### config.mk
export PLATFORM = sky130hd
export DESIGN_NAME = ex_branch_resolve_unit
export DESIGN_NICKNAME = d
export VERILOG_FILES = /design/src/rtl/ex_branch_resolve_unit.sv
export SDC_FILE = /design/constraint.sdc
export NUM_CORES = 1
export LEC_CHECK = 0
export ABC_AREA = 1
export CORE_MARGIN = 4
export CORE_UTILIZATION = 48
export DETAILED_ROUTE_END_ITERATION = 8
export GPL_ROUTABILITY_DRIVEN = 0
export GPL_TIMING_DRIVEN = 0
export PLACE_DENSITY = 0.85
export SYNTH_ARGS = -nofsm -noshare
export SYNTH_HDL_FRONTEND = slang
export SYNTH_SLANG_ARGS = --single-unit
### constraint.sdc
create_clock -name Clock -period 4.89 [get_ports Clock]
set_input_delay 0.978 -clock Clock [delete_from_list [all_inputs] [get_ports Clock]]
set_output_delay 0.978 -clock Clock [all_outputs]
set_load 0.01 [all_outputs]
### src/rtl/ex_branch_resolve_unit.sv
// ex_branch_resolve_unit: EX-stage beq/bne resolver with target calculation, wrong-path flush FSM
// and a saturating taken-branch counter.
module ex_branch_resolve_unit #(
    parameter int DataBits    = 32,
    parameter int AddrBits    = 32,
    parameter int FlushCycles = 2,
    parameter int CountBits   = 16
) (
    input  logic                 Clock,
    input  logic                 Reset,
    input  logic                 ClockEnable,
    input  logic                 Tick,
    input  logic                 Stall,
    input  logic                 BranchValid,
    input  logic                 BranchNe,
    input  logic [DataBits-1:0]  OpA,
    input  logic [DataBits-1:0]  OpB,
    input  logic [AddrBits-1:0]  PcPlus4,
    input  logic [AddrBits-1:0]  Offset,
    output logic                 BeqTaken,
    output logic [AddrBits-1:0]  TargetPc,
    output logic                 PcRedirect,
    output logic                 FlushIfId,
    output logic                 FlushIdEx,
    output logic                 Busy,
    output logic [CountBits-1:0] TakenCount
);
    typedef enum logic {IDLE, FLUSH} state_t;
    state_t state, state_nx;
    logic [1:0] fcnt, fcnt_nx;
    logic beq_nx, redirect_nx, adv, taken;
    logic [AddrBits-1:0] target_nx;
    logic [CountBits-1:0] count_nx;
    assign adv = ClockEnable & Tick & ~Stall;
    assign taken = BranchValid & ((OpA == OpB) ^ BranchNe) & (state == IDLE);
    assign Busy = state != IDLE;
    assign FlushIfId = state == FLUSH;
    assign FlushIdEx = state == FLUSH;
    always_comb begin
        state_nx = state;
        fcnt_nx = fcnt;
        beq_nx = BeqTaken;
        redirect_nx = PcRedirect;
        target_nx = TargetPc;
        count_nx = TakenCount;
        if (adv && state == IDLE) begin
            beq_nx = taken;
            redirect_nx = taken;
            target_nx = BranchValid ? PcPlus4 + (Offset << 2) : TargetPc;
            state_nx = taken ? FLUSH : IDLE;
            fcnt_nx = taken ? 2'(FlushCycles) : fcnt;
            count_nx = (taken && !(&TakenCount)) ? TakenCount + 1'b1 : TakenCount;
        end else if (adv) begin
            beq_nx = 1'b0;
            redirect_nx = 1'b0;
            fcnt_nx = fcnt - 2'd1;
            state_nx = fcnt == 2'd1 ? IDLE : FLUSH;
        end
    end
    always_ff @(posedge Clock or posedge Reset) begin
        if (Reset) begin
            state <= IDLE;
            fcnt <= '0;
            BeqTaken <= 1'b0;
            PcRedirect <= 1'b0;
            TargetPc <= '0;
            TakenCount <= '0;
        end else begin
            state <= state_nx;
            fcnt <= fcnt_nx;
            BeqTaken <= beq_nx;
            PcRedirect <= redirect_nx;
            TargetPc <= target_nx;
            TakenCount <= count_nx;
        end
    end
endmodule

---- Word level (Yosys, flattened, before mapping) ----
Index checks and enable logic that the tools add are counted.
storage, ports and cells
  register bits after elaboration ......... 52
  input port bits ......................... 135
  logic and storage cells ................. 35
cells by class
  $add $sub $neg .......................... 3
  equality and inequality tests ........... 3
  muxes and demuxes ....................... 9
  bitwise gates (word level) .............. 7
  reductions and logical operators ........ 8
operators with widths
  operator                 count
  $add A32 B32 Y32         1
  $eq A32 B32 Y1           1
  $add A16 B1 Y16 const B  1
  $reduce_and A16 Y1       1
  $mux W1                  6
  $mux W2                  3
  $reduce_and A2 Y1        3
  $and A1 B1 Y1            4
  $eq A2 B1 Y1 const B     1
  $logic_and A1 B1 Y1      2
  $ne A2 B2 Y1 const B     1
  $not A1 Y1               2
  $reduce_bool A2 Y1       1
  $sub A2 B1 Y2 const B    1
  $logic_not A1 Y1         1
  $xor A1 B1 Y1            1

---- Longest topological paths before layout ----
Gate-level depths: netlist of run 1.
  word-level depth ........................ 6
  gate-level depth with buffers ........... 14

---- Worst setup path before layout of run 1 ----
Ideal clock, no wire load.
  path kind ............................... input -> register
  from .................................... in PcPlus4[2]
  to ...................................... reg TargetPc[28]
  library setup time ...................... 0.117 ns
  arrival time ............................ 2.407 ns
  slack ................................... 2.365 ns
  cell stages on the path ................. 13
  buffers on the path ..................... 0
  cell sequence ........................... ha_1 inv_1 fa_1 o21ai_1 nand2_1 nand2_1 nand2_1 nand2_1 nand3_1 nand2_1 nand2_1 nand3_1 nand2_1
between the ends
  longest elaborated chain between the ends .. 1
ends and longest elaborated chain
  element               line  RTL
  from (decl)           18    input logic [AddrBits-1:0] PcPlus4,
  $add A32 B32 Y32      49    target_nx = BranchValid ? PcPlus4 + (Offset << 2) : TargetPc;
  to (signal assigned)  73    TargetPc <= target_nx;
  to (decl)             21    output logic [AddrBits-1:0] TargetPc,
Every way passes these cells.
A chain may end at the register's enable or synchronous reset.

---- Final worst setup path of run 1 ----
Ends and elaborated chain as after synthesis.

==> results.cfg, run 1 <==
[final_layout]
most_frequent_cells_in_the_layout = sky130_fd_sc_hd__nand2_1 (274), sky130_fd_sc_hd__clkdlybuf4s50_1 (185), sky130_fd_sc_hd__inv_1 (91)
fraction_of_final_layout_cells_with_drive_strength_greater_than_1_pct = 2.99
finish.utilization_pct = 72.6
final_net_count = 1102
diodes = 0
layout.cells.most_common = sky130_fd_sc_hd__nand2_1
flow.area_growth_from_synthesis_pct = 44.9

[sta]
slew-limit-headroom_pct = 59.3
worst_pin_slew_ns = 0.610
layout_worst_path_cycle_share_pct = 62.4
rsz0062_at_grt = no
fin_hold_ws_ns = 0.492
fmaxAchievable_mhz = 328
clock_skew_ns = 0.0135
finalWorstPathRequiredPeriod_ns = 3.05
finalSetupViolCount = 0
maxSlewViolCount = 0
timing.setup.tns_ns = 0
finalHoldViolations = 0

[floorplanning]
starting_density_pct = 50.1
fp.coreArea_sq_um = 9420
chipHeight_microns = 107
design.die.area_sq_um = 11500
fp.dieW_microns = 107
rows = 35
design.portCount = 188

[clocking]
cts_tree = yes
post_cts.resized_instances = 0
clk_pin_slew_ns = 0.10
hold_buffers = 0
cts.repair_timing.setup_buffer_count = 0
cts.root.buffer_cell = sky130_fd_sc_hd__clkbuf_8
total_clock_buffers_created_by_cts = 5
clkSinkCount = 52
cts_max_level = 2
cts.path.max_buffers = 2
worst_skew_pair.late_latency_ns = 0.31

[yosys]
postSynthAreaPerCell_sq_um = 6.36
yosys.area.top_type_share_pct = 27.6
synth_largest_area_cell = sky130_fd_sc_hd__dfrtp_1
yosys.cell_types.count = 31
synth_seq_area_share_pct = 27.6
syn_nets = 909
synth-seq-cells = 52
synth.top_cells.by_area = sky130_fd_sc_hd__dfrtp_1 (28%), sky130_fd_sc_hd__nand2_1 (22%), sky130_fd_sc_hd__ha_1 (8.2%)
synth_area_sq_um = 4720
syn_inst = 742
yosysWarningCount = 0

[worst_setup_path]
reg2reg_depth = 10
worst_ep_arrival_ns = 3.26
cp_slowest_stage_delay_ns = 0.46
critical_path.cell_chain = clkdlybuf4s50_1 > ha_1 > inv_1 > fa_1 > o21ai_1 > nand2_1 > nand2_1 > nand2_1 > nand2_1 > nand3_1 > nand2_1 > nand2_1 > nand3_1 > nand2_1
timing.critical_path.mode_cell = sky130_fd_sc_hd__nand2_1
critical_path.max_fanout = 5
worst_path_max_delay_cell = sky130_fd_sc_hd__clkdlybuf4s50_1
category_of_the_most_critical_setup_path = input pin to register
setup.worst_path.end_class = register
setup.reg_to_reg.worst_slack_ns = 2.95
reg2reg_from = TakenCount[0]
crit_path_end = TargetPc[28]
critical_path_required_ns = 5.10
critical_path.startpoint_type = input pin
timing.critical_path.from = PcPlus4[2]
regToRegEndpoint = TakenCount[6]

[global_routing]
grt_antenna_before_repair = 0
groute.usage.overall_pct = 25.1
grt_max_degree = 34
grt_pass1_wl_microns = 23600
grt.overflow.total = 0
grt_pass1_vias = 5205

[power]
p_leak_nw = 3.32
maximum_vdd_ir_drop_v = 0.000136
power_per_cell_area_nw_per_um2 = 281

[route]
initialDrtViolationCount = 399
remaining_drc_errors = 0
routed_via_density = 5.15
wl_microns = 14800
drt-wirelength-per-cell_microns = 13.9
via_count = 5489
drt_pass1_iterations = 7
drt.antenna.violating_nets = 0

[min_path]
hold_depth = 2
class_of_the_most_critical_hold_timing_path = register to register

[placed_design]
port_buffers = 185
place.detailed.hpwl_microns = 12500

[run]
drv_cap = 0

[run_status]
outcome = finished, final reports clean
[worst min path at each step]
| stage | startpoint | end | slack, ns |
|---|---|---|---|
| final | TargetPc[29] | TargetPc[29] | 0.49 |
| after global routing | TargetPc[29] | TargetPc[29] | 0.51 |
| after CTS | TargetPc[29] | TargetPc[29] | 0.49 |
| after detailed placement | TargetPc[29] | TargetPc[29] | 0.46 |
| after global placement | TargetPc[1] | TargetPc[1] | 0.46 |
| after floorplan | fcnt[1] | fcnt[1] | 0.48 |
[where the power goes]
group          switching (mW)  internal [mW]
clock network           0.146          0.102
logic                   0.450          0.537
registers               0.107          0.581
total                   0.703           1.22
[registers in the layout, summed over array words and instances, names as in the netlist]
name	flops
PcRedirect	1
TakenCount	16
TargetPc	32
fcnt	2
Busy	1
[area by class of cell]
type / instances / area (sq um)
Buffer: 12 / 71.3
Clock inverter: 2 / 13.8
Clock buffer: 6 / 72.6
Multi-Input combinational cell: 584 / 2990
Fill cell: 804 / 2580
Sequential cell: 52 / 1300
Tap cell: 129 / 161
Timing Repair Buffer: 186 / 1870
Inverter: 94 / 354
[metal layers]
metal | track usage, % | part of all wire, % | vias to the layer above
li1 | - | - | 2740
met1 | 29.2 | 39 | 2441
met2 | 47.0 | 50 | 273
met3 | 4.09 | 9.1 | 35
met4 | 7.03 | 2.3 | 0
met5 | 0 | 0 | -
[kinds of logic after synthesis]
| family | after synthesis | share of synthesized area, % |
|---|---|---|
| compound gates | 72 | 8.06 |
| xor+xnor | 43 | 7.98 |
| fa+ha+maj | 32 | 8.65 |
| buf+inv | 106 | 9.02 |
| flops | 52 | 27.6 |
| simple gates | 437 | 38.7 |
[cell usage after synthesis (all sizes together)]
cell and instances:
a21oi 34, xnor2 25, a21o 2, nand4 10, o21bai 3, or2 3
nor3 12, xor2 18, nand2 275, dfrtp 52, inv 93, buf 8
clkinv 1, nor2 69, nor4 2, nand3b 3, nand3 63, o21a 2
o21ai 29, a31oi 2, fa 1, ha 31, clkbuf 4
[critical path: cells and delay by family]
family	cells	cell delay, ns
buf+inv	2	0.52
compound gates	1	0.32
fa+ha+maj	2	0.56
simple gates	9	0.86
[through the flow]
step | setup slack (ns) | power, mW | std cells | area [sq um]
floorplan | 2.37 | 1.12 | 742 | 4720
global placement | 1.61 | 1.65 | 1056 | 6730
detailed placement | 1.53 | 1.68 | 1057 | 6750
CTS | 1.85 | 1.93 | 1065 | 6840
global route | 1.72 | 2.05 | 1065 | 6840
finish | 1.84 | 1.92 | 1065 | 6840
No activity file was read; power rests on OpenSTA's default activity.
==> run 2: changes to the inputs <==
--- a/config.mk
+++ b/config.mk
@@ -7,11 +7,11 @@
 export LEC_CHECK = 0
 export ABC_AREA = 1
 export CORE_MARGIN = 4
-export CORE_UTILIZATION = 48
+export CORE_UTILIZATION = 40
 export DETAILED_ROUTE_END_ITERATION = 8
 export GPL_ROUTABILITY_DRIVEN = 0
 export GPL_TIMING_DRIVEN = 0
-export PLACE_DENSITY = 0.85
+export PLACE_DENSITY = 0.76
 export SYNTH_ARGS = -nofsm -noshare
 export SYNTH_HDL_FRONTEND = slang
 export SYNTH_SLANG_ARGS = --single-unit
==> constraint.sdc (replaced) <==
create_clock -name Clock -period 2.8 [get_ports Clock]
set_input_delay 0.56 -clock Clock [delete_from_list [all_inputs] [get_ports Clock]]
set_output_delay 0.56 -clock Clock [all_outputs]
set_load 0.01 [all_outputs]
==> results.cfg, run 2 (synthesis gave the netlist of run 1 again) <==
[floorplanning]
design.die.area_sq_um = 13600
starting_density_pct = 41.1
chipHeight_microns = 117
design.portCount = 188
fp.coreArea_sq_um = 11500
rows = 39
fp.dieW_microns = 117

[final_layout]
final_net_count = 1102
flow.area_growth_from_synthesis_pct = 47.4
final.fill_count = 1087
sequential_area_sq_um = 1300
multiInputGateArea_sq_um = 2990
most_frequent_cells_in_the_layout = sky130_fd_sc_hd__nand2_1 (274), sky130_fd_sc_hd__clkdlybuf4s50_1 (185), sky130_fd_sc_hd__inv_1 (91)
largestRegisters = TargetPc (32), TakenCount (16), fcnt (2)
largest_register_ff_count = 32
layout.cells.most_common = sky130_fd_sc_hd__nand2_1
diodes = 0
fraction_of_final_layout_cells_with_drive_strength_greater_than_1_pct = 3.21
regMostFlops = TargetPc

[sta]
clock_skew_ns = 0.00645
layout_worst_path_cycle_share_pct = 92.0
rsz0062_at_grt = no
finalHoldViolations = 0
fmaxAchievable_mhz = 388
worst_pin_slew_ns = 0.560
finalWorstPathRequiredPeriod_ns = 2.58
fin_hold_ws_ns = 0.477
slew-limit-headroom_pct = 62.6
maxSlewViolCount = 0
finalSetupViolCount = 0

[global_routing]
grt_use_met2_pct = 38.0
grt_antenna_before_repair = 0
grt_pass1_wl_microns = 22200
grt_pass1_vias = 4952
grt_max_degree = 28
groute.usage.overall_pct = 20.1
globalRoute.busiestLayer = met2
grt.met1_usage_pct = 23.0
met3_usage_pct = 2.80
grt.overflow.total = 0

[run]
drv_cap = 0

[min_path]
class_of_the_most_critical_hold_timing_path = register to register

[worst_setup_path]
worst_ep_arrival_ns = 2.75
setup.worst_path.end_class = register
critical_path.startpoint_type = input pin
cp_slowest_stage_delay_ns = 0.47
critical_path.cell_chain = clkdlybuf4s50_1 > ha_1 > inv_1 > fa_1 > o21ai_2 > nand2_1 > nand2_1 > nand2_1 > nand2_1 > nand3_1 > nand2_1 > nand2_1 > nand3_1 > nand2_1
critical_path.max_fanout = 5
critical_path_required_ns = 2.97
timing.critical_path.max_delay_family = simple AND/OR/NAND/NOR gates
category_of_the_most_critical_setup_path = input pin to register
worst_path_max_delay_cell = sky130_fd_sc_hd__clkdlybuf4s50_1
critical_path_buf_inv_count = 2
timing.critical_path.mode_cell = sky130_fd_sc_hd__nand2_1

[power]
total_power_mw = 3.63
p_leak_nw = 3.37
maximum_vdd_ir_drop_v = 0.000334
power_per_cell_area_nw_per_um2 = 521

[clocking]
clkSinkCount = 52
hold_buffers = 0
cts_max_level = 2
cts.root.buffer_cell = sky130_fd_sc_hd__clkbuf_16
worst_skew_pair.late_latency_ns = 0.28
clk_pin_slew_ns = 0.06
post_cts.resized_instances = 0
total_clock_buffers_created_by_cts = 5
cts.path.max_buffers = 2
cts.repair_timing.setup_buffer_count = 0
cts_tree = yes

[route]
routed_via_density = 4.88
drt-wirelength-per-cell_microns = 13.0
wl_microns = 14100
drt.antenna.violating_nets = 0
remaining_drc_errors = 0
via_count = 5266
drt_pass1_iterations = 6
initialDrtViolationCount = 270

[placed_design]
place.detailed.hpwl_microns = 11900
port_buffers = 185

[run_status]
outcome = finished, final reports clean
-- run 2: power by group --
| part | switching [mW] | total [mW] | internal [mW] |
|---|---|---|---|
| Sequential | 0.165 | 1.18 | 1.02 |
| Combinational | 0.779 | 1.71 | 0.935 |
| Clock | 0.261 | 0.732 | 0.471 |
| Total | 1.20 | 3.63 | 2.42 |
-- run 2: path summary, 6_finish.rpt --
check / slack (ns) / end / depth (start not counted) / startpoint
max: 0.22 / TargetPc[28] / 14 / Offset[0]
max reg2reg: 0.89 / TakenCount[0] / 10 / TakenCount[0]
min: 0.48 / TargetPc[21] / 2 / TargetPc[21]
min reg2reg: 0.48 / TargetPc[21] / 2 / TargetPc[21]
min in group asynchronous: 0.65 / PcRedirect / 2 / Reset
max in group asynchronous: 1.61 / TargetPc[21] / 3 / Reset
-- run 2: worst reg2reg max path, delay by kind of cell, from the launching register on --
| kind | cells | cell delay (ns) |
|---|---|---|
| flip-flops | 1 | 0.45 |
| AND/OR/NAND/NOR | 8 | 0.99 |
| buffers and inverters | 1 | 0.16 |
| adder cells (fa/ha/maj) | 1 | 0.26 |
-- run 2: cell type report --
type	count	area share, %
tap	143	2.57
sequential	52	18.7
multi-input combinational	584	43.1
timing repair buffer	186	26.9
inverter	94	5.09
buffer	12	1.03
clock inverter	1	0.432
clock buffer	7	2.20
-- run 2: through the flow --
stage	TNS, ns	utilization, %	cell area (sq um)	std cells	setup slack [ns]
6_report	0	60.6	6950	1079	0.223
5_1_grt	0	60.6	6950	1079	0.0139
4_1_cts	0	60.6	6950	1079	0.160
3_5_place_dp	-0.503	59.0	6770	1071	-0.133
3_3_place_gp	-1.91	58.8	6750	1070	-0.121
2_1_floorplan	0	-	4720	742	0.693
-- run 2: routing by layer --
| metal | wire (microns) | part of all wire (%) |
|---|---|---|
| met1 | 5650 | 40 |
| met2 | 6850 | 49 |
| met3 | 1160 | 8.3 |
| met4 | 407 | 2.9 |
| met5 | 0 | 0 |
